**config.mk**
```make
export PLATFORM = sky130hd
export DESIGN_NAME = insn_length_decoder
export DESIGN_NICKNAME = d
export VERILOG_FILES = /design/src/rtl/insn_length_decoder.sv
export SDC_FILE = /design/constraint.sdc
export NUM_CORES = 1
export LEC_CHECK = 0
export BUFFER_PORTS_ARGS = -buffer_cell sky130_fd_sc_hd__buf_2
export CORE_MARGIN = 3
export CORE_UTILIZATION = 45
export CTS_CLUSTER_DIAMETER = 40
export DETAILED_ROUTE_END_ITERATION = 8
export PLACE_DENSITY = 0.78
export SYNTH_ARGS = -nofsm -noshare
export SYNTH_HDL_FRONTEND = slang
export SYNTH_SLANG_ARGS = --single-unit
```
**constraint.sdc**
```tcl
create_clock -name clk -period 2.9 [get_ports clk]
set_input_delay 0.435 -clock clk [delete_from_list [all_inputs] [get_ports clk]]
set_output_delay 0.435 -clock clk [all_outputs]
set_load 0.005 [all_outputs]
```
**src/rtl/insn_length_decoder.sv**
```systemverilog
// Byte-serial x86-64 instruction boundary finder: classifies each fetch byte and
// emits one registered record (length, opcode, map, ModRM, REX, prefixes) per instruction.
module insn_length_decoder #(
    parameter int unsigned MAX_LEN = 15
) (
    input  logic         clk,
    input  logic         reset_n,
    input  logic         byte_valid,
    input  logic [7:0]   byte_in,
    output logic         byte_ready,
    input  logic [255:0] modrm_map,
    output logic         insn_valid,
    input  logic         insn_ready,
    output logic [3:0]   insn_len,
    output logic [7:0]   insn_opc,
    output logic [1:0]   insn_map,
    output logic         insn_has_modrm,
    output logic [7:0]   insn_modrm,
    output logic [3:0]   insn_rex,
    output logic         insn_opsz,
    output logic         insn_adsz,
    output logic         insn_lock,
    output logic [1:0]   insn_rep,
    output logic         insn_err
);

    localparam logic [3:0] LEN_LIMIT = 4'(MAX_LEN);

    typedef enum logic [2:0] {PFX, OPC2, OPC3, MODRM, SIB, DISP, IMM, HOLD} state_t;

    state_t     state, state_d, eff;
    logic [3:0] cnt_q, cnt_d, imm_q, imm_d, len_q, len_d;
    logic [7:0] opc_q, opc_d, modrm_q, modrm_d;
    logic [1:0] map_q, map_d, rep_q, rep_d;
    logic [3:0] rex_q, rex_d;
    logic       hasm_q, hasm_d, opsz_q, opsz_d, adsz_q, adsz_d, lock_q, lock_d;
    logic       accept, take, done, err, opc_seen, after_modrm;
    logic [3:0] dsp, im;

    function automatic logic [3:0] imm_len(input logic [1:0] map, input logic [7:0] opc,
                                           input logic opsz, input logic adsz,
                                           input logic rexw, input logic [2:0] regf);
        logic [3:0] z;
        z = opsz ? 4'd2 : 4'd4;
        imm_len = '0;
        if (map == 2'd0) begin
            case (opc) inside
                8'h04, 8'h0C, 8'h14, 8'h1C, 8'h24, 8'h2C, 8'h34, 8'h3C, 8'hA8,
                8'h6A, 8'h6B, [8'h70:8'h7F], 8'h80, 8'h83, [8'hB0:8'hB7],
                8'hC0, 8'hC1, 8'hC6, 8'hCD, 8'hD4, 8'hD5, [8'hE0:8'hE7], 8'hEB:
                    imm_len = 4'd1;
                8'h05, 8'h0D, 8'h15, 8'h1D, 8'h25, 8'h2D, 8'h35, 8'h3D,
                8'h68, 8'h69, 8'h81, 8'hA9, 8'hC7, 8'hE8, 8'hE9:
                    imm_len = z;
                8'hC2, 8'hCA:    imm_len = 4'd2;
                8'hC8:           imm_len = 4'd3;
                [8'hB8:8'hBF]:   imm_len = rexw ? 4'd8 : z;
                [8'hA0:8'hA3]:   imm_len = adsz ? 4'd4 : 4'd8;
                8'hF6:           imm_len = (regf[2:1] == 2'b00) ? 4'd1 : 4'd0;
                8'hF7:           imm_len = (regf[2:1] == 2'b00) ? z : 4'd0;
                default:         imm_len = '0;
            endcase
        end else if (map == 2'd1 && opc[7:4] == 4'h8) begin
            imm_len = 4'd4;
        end else if (map == 2'd3) begin
            imm_len = 4'd1;
        end
    endfunction

    function automatic logic modrm_present(input logic [1:0] map, input logic [7:0] opc,
                                           input logic [255:0] bitmap);
        case (map)
            2'd0:    modrm_present = bitmap[opc];
            2'd1:    modrm_present = !(opc == 8'h05 || opc == 8'h31 || opc == 8'hA2 ||
                                       opc[7:4] == 4'h8);
            default: modrm_present = 1'b1;
        endcase
    endfunction

    // HOLD with insn_ready high behaves as PFX so a new instruction starts bubble-free
    assign byte_ready = (state != HOLD) || insn_ready;
    assign accept     = byte_valid && byte_ready;
    assign take       = insn_valid && insn_ready;
    assign eff        = (state == HOLD) ? PFX : state;

    always_comb begin
        state_d     = state;
        cnt_d       = cnt_q;
        imm_d       = imm_q;
        len_d       = len_q;
        opc_d       = opc_q;
        modrm_d     = modrm_q;
        map_d       = map_q;
        rep_d       = rep_q;
        rex_d       = rex_q;
        hasm_d      = hasm_q;
        opsz_d      = opsz_q;
        adsz_d      = adsz_q;
        lock_d      = lock_q;
        done        = 1'b0;
        err         = 1'b0;
        opc_seen    = 1'b0;
        after_modrm = 1'b0;
        dsp         = '0;
        im          = '0;
        if (state == HOLD && insn_ready) state_d = PFX;
        if (accept) begin
            len_d = len_q + 4'd1;
            case (eff)
                PFX: begin
                    case (byte_in) inside
                        8'h26, 8'h2E, 8'h36, 8'h3E, 8'h64, 8'h65: rex_d = '0;
                        8'h66:         begin opsz_d = 1'b1; rex_d = '0; end
                        8'h67:         begin adsz_d = 1'b1; rex_d = '0; end
                        8'hF0:         begin lock_d = 1'b1; rex_d = '0; end
                        8'hF2:         begin rep_d = 2'b10; rex_d = '0; end
                        8'hF3:         begin rep_d = 2'b11; rex_d = '0; end
                        [8'h40:8'h4F]: rex_d = byte_in[3:0];
                        8'h0F:         begin map_d = 2'd1; state_d = OPC2; end
                        default:       opc_seen = 1'b1;
                    endcase
                end
                OPC2: begin
                    if (byte_in == 8'h38) begin
                        map_d   = 2'd2;
                        state_d = OPC3;
                    end else if (byte_in == 8'h3A) begin
                        map_d   = 2'd3;
                        state_d = OPC3;
                    end else begin
                        opc_seen = 1'b1;
                    end
                end
                OPC3: opc_seen = 1'b1;
                MODRM: begin
                    modrm_d = byte_in;
                    imm_d   = imm_len(map_q, opc_q, opsz_q, adsz_q, rex_q[3], byte_in[5:3]);
                    if (byte_in[7:6] != 2'd3 && byte_in[2:0] == 3'd4) begin
                        state_d = SIB;
                    end else begin
                        after_modrm = 1'b1;
                        if (byte_in[7:6] == 2'd1)
                            dsp = 4'd1;
                        else if (byte_in[7:6] == 2'd2 ||
                                 (byte_in[7:6] == 2'd0 && byte_in[2:0] == 3'd5))
                            dsp = 4'd4;
                    end
                end
                SIB: begin
                    after_modrm = 1'b1;
                    if (modrm_q[7:6] == 2'd1)
                        dsp = 4'd1;
                    else if (modrm_q[7:6] == 2'd2 || byte_in[2:0] == 3'd5)
                        dsp = 4'd4;
                end
                DISP: begin
                    cnt_d = cnt_q - 4'd1;
                    if (cnt_q == 4'd1) begin
                        if (imm_q != 4'd0) begin
                            state_d = IMM;
                            cnt_d   = imm_q;
                        end else begin
                            done = 1'b1;
                        end
                    end
                end
                IMM: begin
                    cnt_d = cnt_q - 4'd1;
                    if (cnt_q == 4'd1) done = 1'b1;
                end
                default: ;
            endcase
            if (opc_seen) begin
                opc_d  = byte_in;
                hasm_d = modrm_present(map_d, byte_in, modrm_map);
                if (hasm_d) begin
                    state_d = MODRM;
                end else begin
                    im    = imm_len(map_d, byte_in, opsz_q, adsz_q, rex_q[3], 3'd0);
                    imm_d = im;
                    if (im != 4'd0) begin
                        state_d = IMM;
                        cnt_d   = im;
                    end else begin
                        done = 1'b1;
                    end
                end
            end
            if (after_modrm) begin
                if (dsp != 4'd0) begin
                    state_d = DISP;
                    cnt_d   = dsp;
                end else if (imm_d != 4'd0) begin
                    state_d = IMM;
                    cnt_d   = imm_d;
                end else begin
                    done = 1'b1;
                end
            end
            if (!done && len_d == LEN_LIMIT) begin
                done = 1'b1;
                err  = 1'b1;
            end
            if (done) state_d = HOLD;
        end
    end

    always_ff @(posedge clk or negedge reset_n) begin
        if (!reset_n) begin
            state          <= PFX;
            cnt_q          <= '0;
            imm_q          <= '0;
            len_q          <= '0;
            opc_q          <= '0;
            modrm_q        <= '0;
            map_q          <= '0;
            rep_q          <= '0;
            rex_q          <= '0;
            hasm_q         <= 1'b0;
            opsz_q         <= 1'b0;
            adsz_q         <= 1'b0;
            lock_q         <= 1'b0;
            insn_valid     <= 1'b0;
            insn_len       <= '0;
            insn_opc       <= '0;
            insn_map       <= '0;
            insn_has_modrm <= 1'b0;
            insn_modrm     <= '0;
            insn_rex       <= '0;
            insn_opsz      <= 1'b0;
            insn_adsz      <= 1'b0;
            insn_lock      <= 1'b0;
            insn_rep       <= '0;
            insn_err       <= 1'b0;
        end else begin
            state <= state_d;
            if (done) begin
                insn_valid     <= 1'b1;
                insn_len       <= len_d;
                insn_opc       <= opc_d;
                insn_map       <= map_d;
                insn_has_modrm <= hasm_d;
                insn_modrm     <= modrm_d;
                insn_rex       <= rex_d;
                insn_opsz      <= opsz_d;
                insn_adsz      <= adsz_d;
                insn_lock      <= lock_d;
                insn_rep       <= rep_d;
                insn_err       <= err;
                cnt_q          <= '0;
                imm_q          <= '0;
                len_q          <= '0;
                opc_q          <= '0;
                modrm_q        <= '0;
                map_q          <= '0;
                rep_q          <= '0;
                rex_q          <= '0;
                hasm_q         <= 1'b0;
                opsz_q         <= 1'b0;
                adsz_q         <= 1'b0;
                lock_q         <= 1'b0;
            end else begin
                if (take) insn_valid <= 1'b0;
                cnt_q   <= cnt_d;
                imm_q   <= imm_d;
                len_q   <= len_d;
                opc_q   <= opc_d;
                modrm_q <= modrm_d;
                map_q   <= map_d;
                rep_q   <= rep_d;
                rex_q   <= rex_d;
                hasm_q  <= hasm_d;
                opsz_q  <= opsz_d;
                adsz_q  <= adsz_d;
                lock_q  <= lock_d;
            end
        end
    end

endmodule

```
==> results.txt <==
----------------------------------------------------
[Status]
  Run status ... finished with violations
  Failing checks ... setup timing

[Setup path]
  Arrival time worst endpoint ... 3.48 ns
  Worst path max stage delay ... 0.45 ns
  CP max FO ... 8
  Worst-path cell chain ... buf_6 -> nor3b_4 -> a41oi_2 -> or2_4 -> nand2_1 -> buf_4 -> o22ai_2 -> o32ai_4 -> o211ai_4 -> a31oi_4 -> buf_12 -> buf_12 -> buf_12 -> nor2_4 -> a21oi_2
  Family with the most delay on the worst path ... compound AO/OA/AOI/OAI gates
  Worst reg2reg endpoint ... insn_adsz
  Crit Path Class ... flop to flop
  Slack of the worst reg-to-reg path ... -0.30 ns
  Setup crit end kind ... flop
  Crit path launch type ... flop
  Required arrival time at the worst endpoint ... 3.17 ns
  Most numerous cell on the critical path ... buf_12
  Worst setup path startpoint ... state[2]
  Launch point of the worst reg-to-reg path ... state[2]
  Cell count along the critical path ... 15
  Critical-path cell with the highest stage delay ... dfrtp_2
  Count of buffer and inverter cells on the critical path ... 5
  Worst r2r path cells ... 15

[Final layout]
  Fraction of final layout cells sized beyond drive strength 1 ... 0.5670
  Area used by multi-input combinational logic ... 0.005663 mm2
  Post-route core utilization ... 0.7350
  Number of cells in the finished layout apart from fillers ... 1484
  Number of filler instances in the final layout ... 1090
  Register cell area after layout ... 0.001937 mm2
  Number of antenna repair diodes ... 0
  Final #Nets ... 1535
  Final Instance Area ... 0.01176 mm2
  Layout-stage area growth over the synthesis result ... 58.37%

[Detailed routing]
  Routed vias/inst ... 6.220
  Post-DRT Antenna Nets ... 0
  Uppermost routed layer ... met4
  Count of vias placed by the detailed router ... 9230
  Sum of routed wire length over all layers ... 33.09 mm
  DR pass1 iterations ... 7
  Initial detailed-routing violation count ... 1261
  Post-detailed-route wirelength per cell ... 22.30 um
  Routed wl met2 ... 15.80 mm
  Post-route DRC ... 0
  Wl on met1 ... 12.44 mm
  Wire length on met3 ... 3.116 mm

[STA]
  Final cycle utilization of the critical path ... 1.105
  Achievable frequency ... 312.0 MHz
  Crit path time final ... 3.205 ns
  Largest clock skew in the final design ... 0.01560 ns
  Setup Total Neg Slack ... -13.93 ns
  Final hold vios ... 0
  Max transition margin ... 0.09425
  Final worst slack ... -0.3050 ns
  Measured slew at the worst slew-check pin ... 1.344 ns
  Max-slew violation count ... 0
  RSZ-0062 raised after global routing ... yes
  Final setup viols ... 76

[Power and ir drop]
  Maximum VDD drop ... 0.5285 mV
  P_leak ... 5.497 nW
  Cell area power density ... 825.5 mW/mm2

[Clocking]
  Number of buffers between clock root and the deepest sink ... 2
  Number of clock sinks ... 77
  CTS clock-pin slew for the worst setup and hold paths ... 0.08 ns
  Htree depth ... 3
  Buffer cell driving the clock tree root ... clkbuf_16
  Inserted Clock Buffers ... 9
  Cts hold-fix bufs ... 0
  Clock latency of the later-clocked register in the worst-skew pair ... 0.36 ns
  TritonCTS clock tree ... built

[Synthesis]
  Share of flip-flops with an asynchronous set or reset ... 1.000
  Fraction of synthesized cell area taken by the top area cell type ... 0.2595
  Number of register bits inferred by synthesis ... 77
  Number of distinct library cells after synthesis ... 84
  Primary FF master, synth ... dfrtp_1
  Post-synthesis instance area ... 0.007426 mm2
  Cell type with the highest aggregate area in the netlist ... dfrtp_1
  Count of flip-flops with a built-in enable after synthesis ... 0
  Cell types with the largest area share after synthesis ... dfrtp_1 (26%), mux4_2 (12%), mux2i_1 (11%)
  Synthesis Warnings ... 0
  Instance count of the mapped netlist ... 808
  Number of nets produced by synthesis ... 1080
  Post-synthesis average cell area ... 9.190 um2
  Sequential element share of the synthesized area ... 0.2595

[Place]
  Routability cong. ... 0.9805
  Half-perimeter wire length of the detailed placement result ... 22.67 mm
  Number of cells in the design after placement ... 1438
  # port buffers ... 302
  Cell area reported after detailed placement ... 0.01029 mm2

[Global routing]
  Vias in the first global route ... 8999
  Wire length of the first global-routing pass ... 47.05 mm
  Tot GR Track Use ... 0.3281
  Initial antenna violation count ... 0
  Pin count of the biggest net entering global routing ... 78
  GRT overflow ... 0

[Die]
  Core region area ... 0.01600 mm2
  Overall die area ... 0.01808 mm2
  Die outline height ... 134.5 um
  Effective utilization at floorplan ... 0.4641
  Chip width ... 134.5 um
  IO Pins ... 303
  Number of core rows ... 46

[Min path]
  Classification of the worst-slack hold path ... input port to async pin

[Flow run]
  Max-capacitance violation count ... 0

----------------------------------------------------
## worst max-delay path by stage
stage / slack [ns] / end
global route: -0.38 / cnt_q[0]
global placement: -0.69 / insn_rex[0]
CTS: -0.19 / imm_q[3]
finish: -0.30 / insn_adsz
floorplan: -0.25 / cnt_q[3]
detailed placement: -0.75 / cnt_q[3]
## timing repair
item	in CTS	in global routing
pin swaps	20	28
gates cloned	4	6
resized for setup	65	129
buffers inserted	11	12
endpoints found under the setup margin	77	77
## metal layers
metal | GRT usage | up-vias
li1 | - | 4001
met1 | 0.4194 | 4405
met2 | 0.5453 | 671
met3 | 0.06781 | 153
met4 | 0.1346 | 0
met5 | 0 | -
## area by class of cell
| class | count | area share |
|---|---|---|
| Multi-Input combinational cell | 649 | 0.4815 |
| Timing Repair Buffer | 509 | 0.2986 |
| Sequential cell | 77 | 0.1647 |
| Tap cell | 216 | 0.02298 |
| Clock buffer | 9 | 0.01915 |
| Clock inverter | 7 | 0.007554 |
| Inverter | 17 | 0.005426 |
## placed cells by master, fill, tap and decap left out, types with 7 or more instances in the layout
cell type,netlist,final
a21oi_1,54,28
a21oi_2,0,24
a22oi_1,26,25
a31oi_1,12,9
and2_1,9,9
and3_1,8,8
buf_12,2,14
buf_2,14,298
buf_4,7,165
buf_6,19,19
clkbuf_16,0,14
dfrtp_1,77,69
dfrtp_2,0,8
inv_1,17,17
mux2_2,13,10
mux2_4,5,8
mux2i_1,78,78
mux4_2,39,39
nand2_1,53,50
nand2b_1,13,12
nand3_1,27,23
nand3b_1,7,7
nor2_1,97,52
nor2_2,1,14
nor2_4,0,32
nor2b_1,16,16
nor3_1,14,7
o21ai_0,33,26
o31ai_1,12,11
## power by group
group / switching (W) / internal, W
Combinational: 0.00326 / 0.00320
Sequential: 0.000490 / 0.00151
Clock: 0.000556 / 0.000691
## sequential cells by signal, summed over array words and instances, names as in the netlist, 4 cells and up
| register | cells |
|---|---|
| cnt_q | 4 |
| imm_q | 4 |
| insn_len | 4 |
| insn_modrm | 8 |
| insn_opc | 8 |
| insn_rex | 4 |
| len_q | 4 |
| modrm_q | 8 |
| opc_q | 8 |
| rex_q | 4 |
## logic make-up (layout without fill, tap and decap cells)
logic type	after synthesis	count (layout)	synth area share
DFF	77	77	0.2595
adders and majority gates	4	4	0.006740
muxes	135	135	0.2532
AOI/OAI and AO/OA	210	210	0.1995
and+or+nand+nor	295	295	0.2042
xor gates and xnor gates	5	5	0.005898
buffers and inverters	82	542	0.07094
## synth_stat cells, drive strengths merged (5+ instances only)
library cell   n
a211oi         7
a21oi         54
a22oi         26
a31oi         13
and2           9
and3           8
buf           42
clkbuf        23
dfrtp         77
inv           17
mux2          18
mux2i         78
mux4          39
nand2         53
nand2b        13
nand3         27
nand3b         7
nor2          98
nor2b         16
nor3          14
nor3b          9
nor4           6
o211ai         6
o21ai         34
o31ai         12
o32ai          5
or2            7
or3            5
## per-stage QoR
step / setup slack, ns / power, W / hold slack, ns
after floorplan: -0.2493 / 0.004617 / 0.1394
after global placement: -0.6898 / 0.006315 / 0.4743
after detailed placement: -0.7477 / 0.006433 / 0.4764
after CTS: -0.1875 / 0.008281 / 0.2971
after global routing: -0.3765 / 0.01010 / 0.3346
final: -0.3050 / 0.009708 / 0.2528
Note: power is estimated with default switching activity, not from simulation.
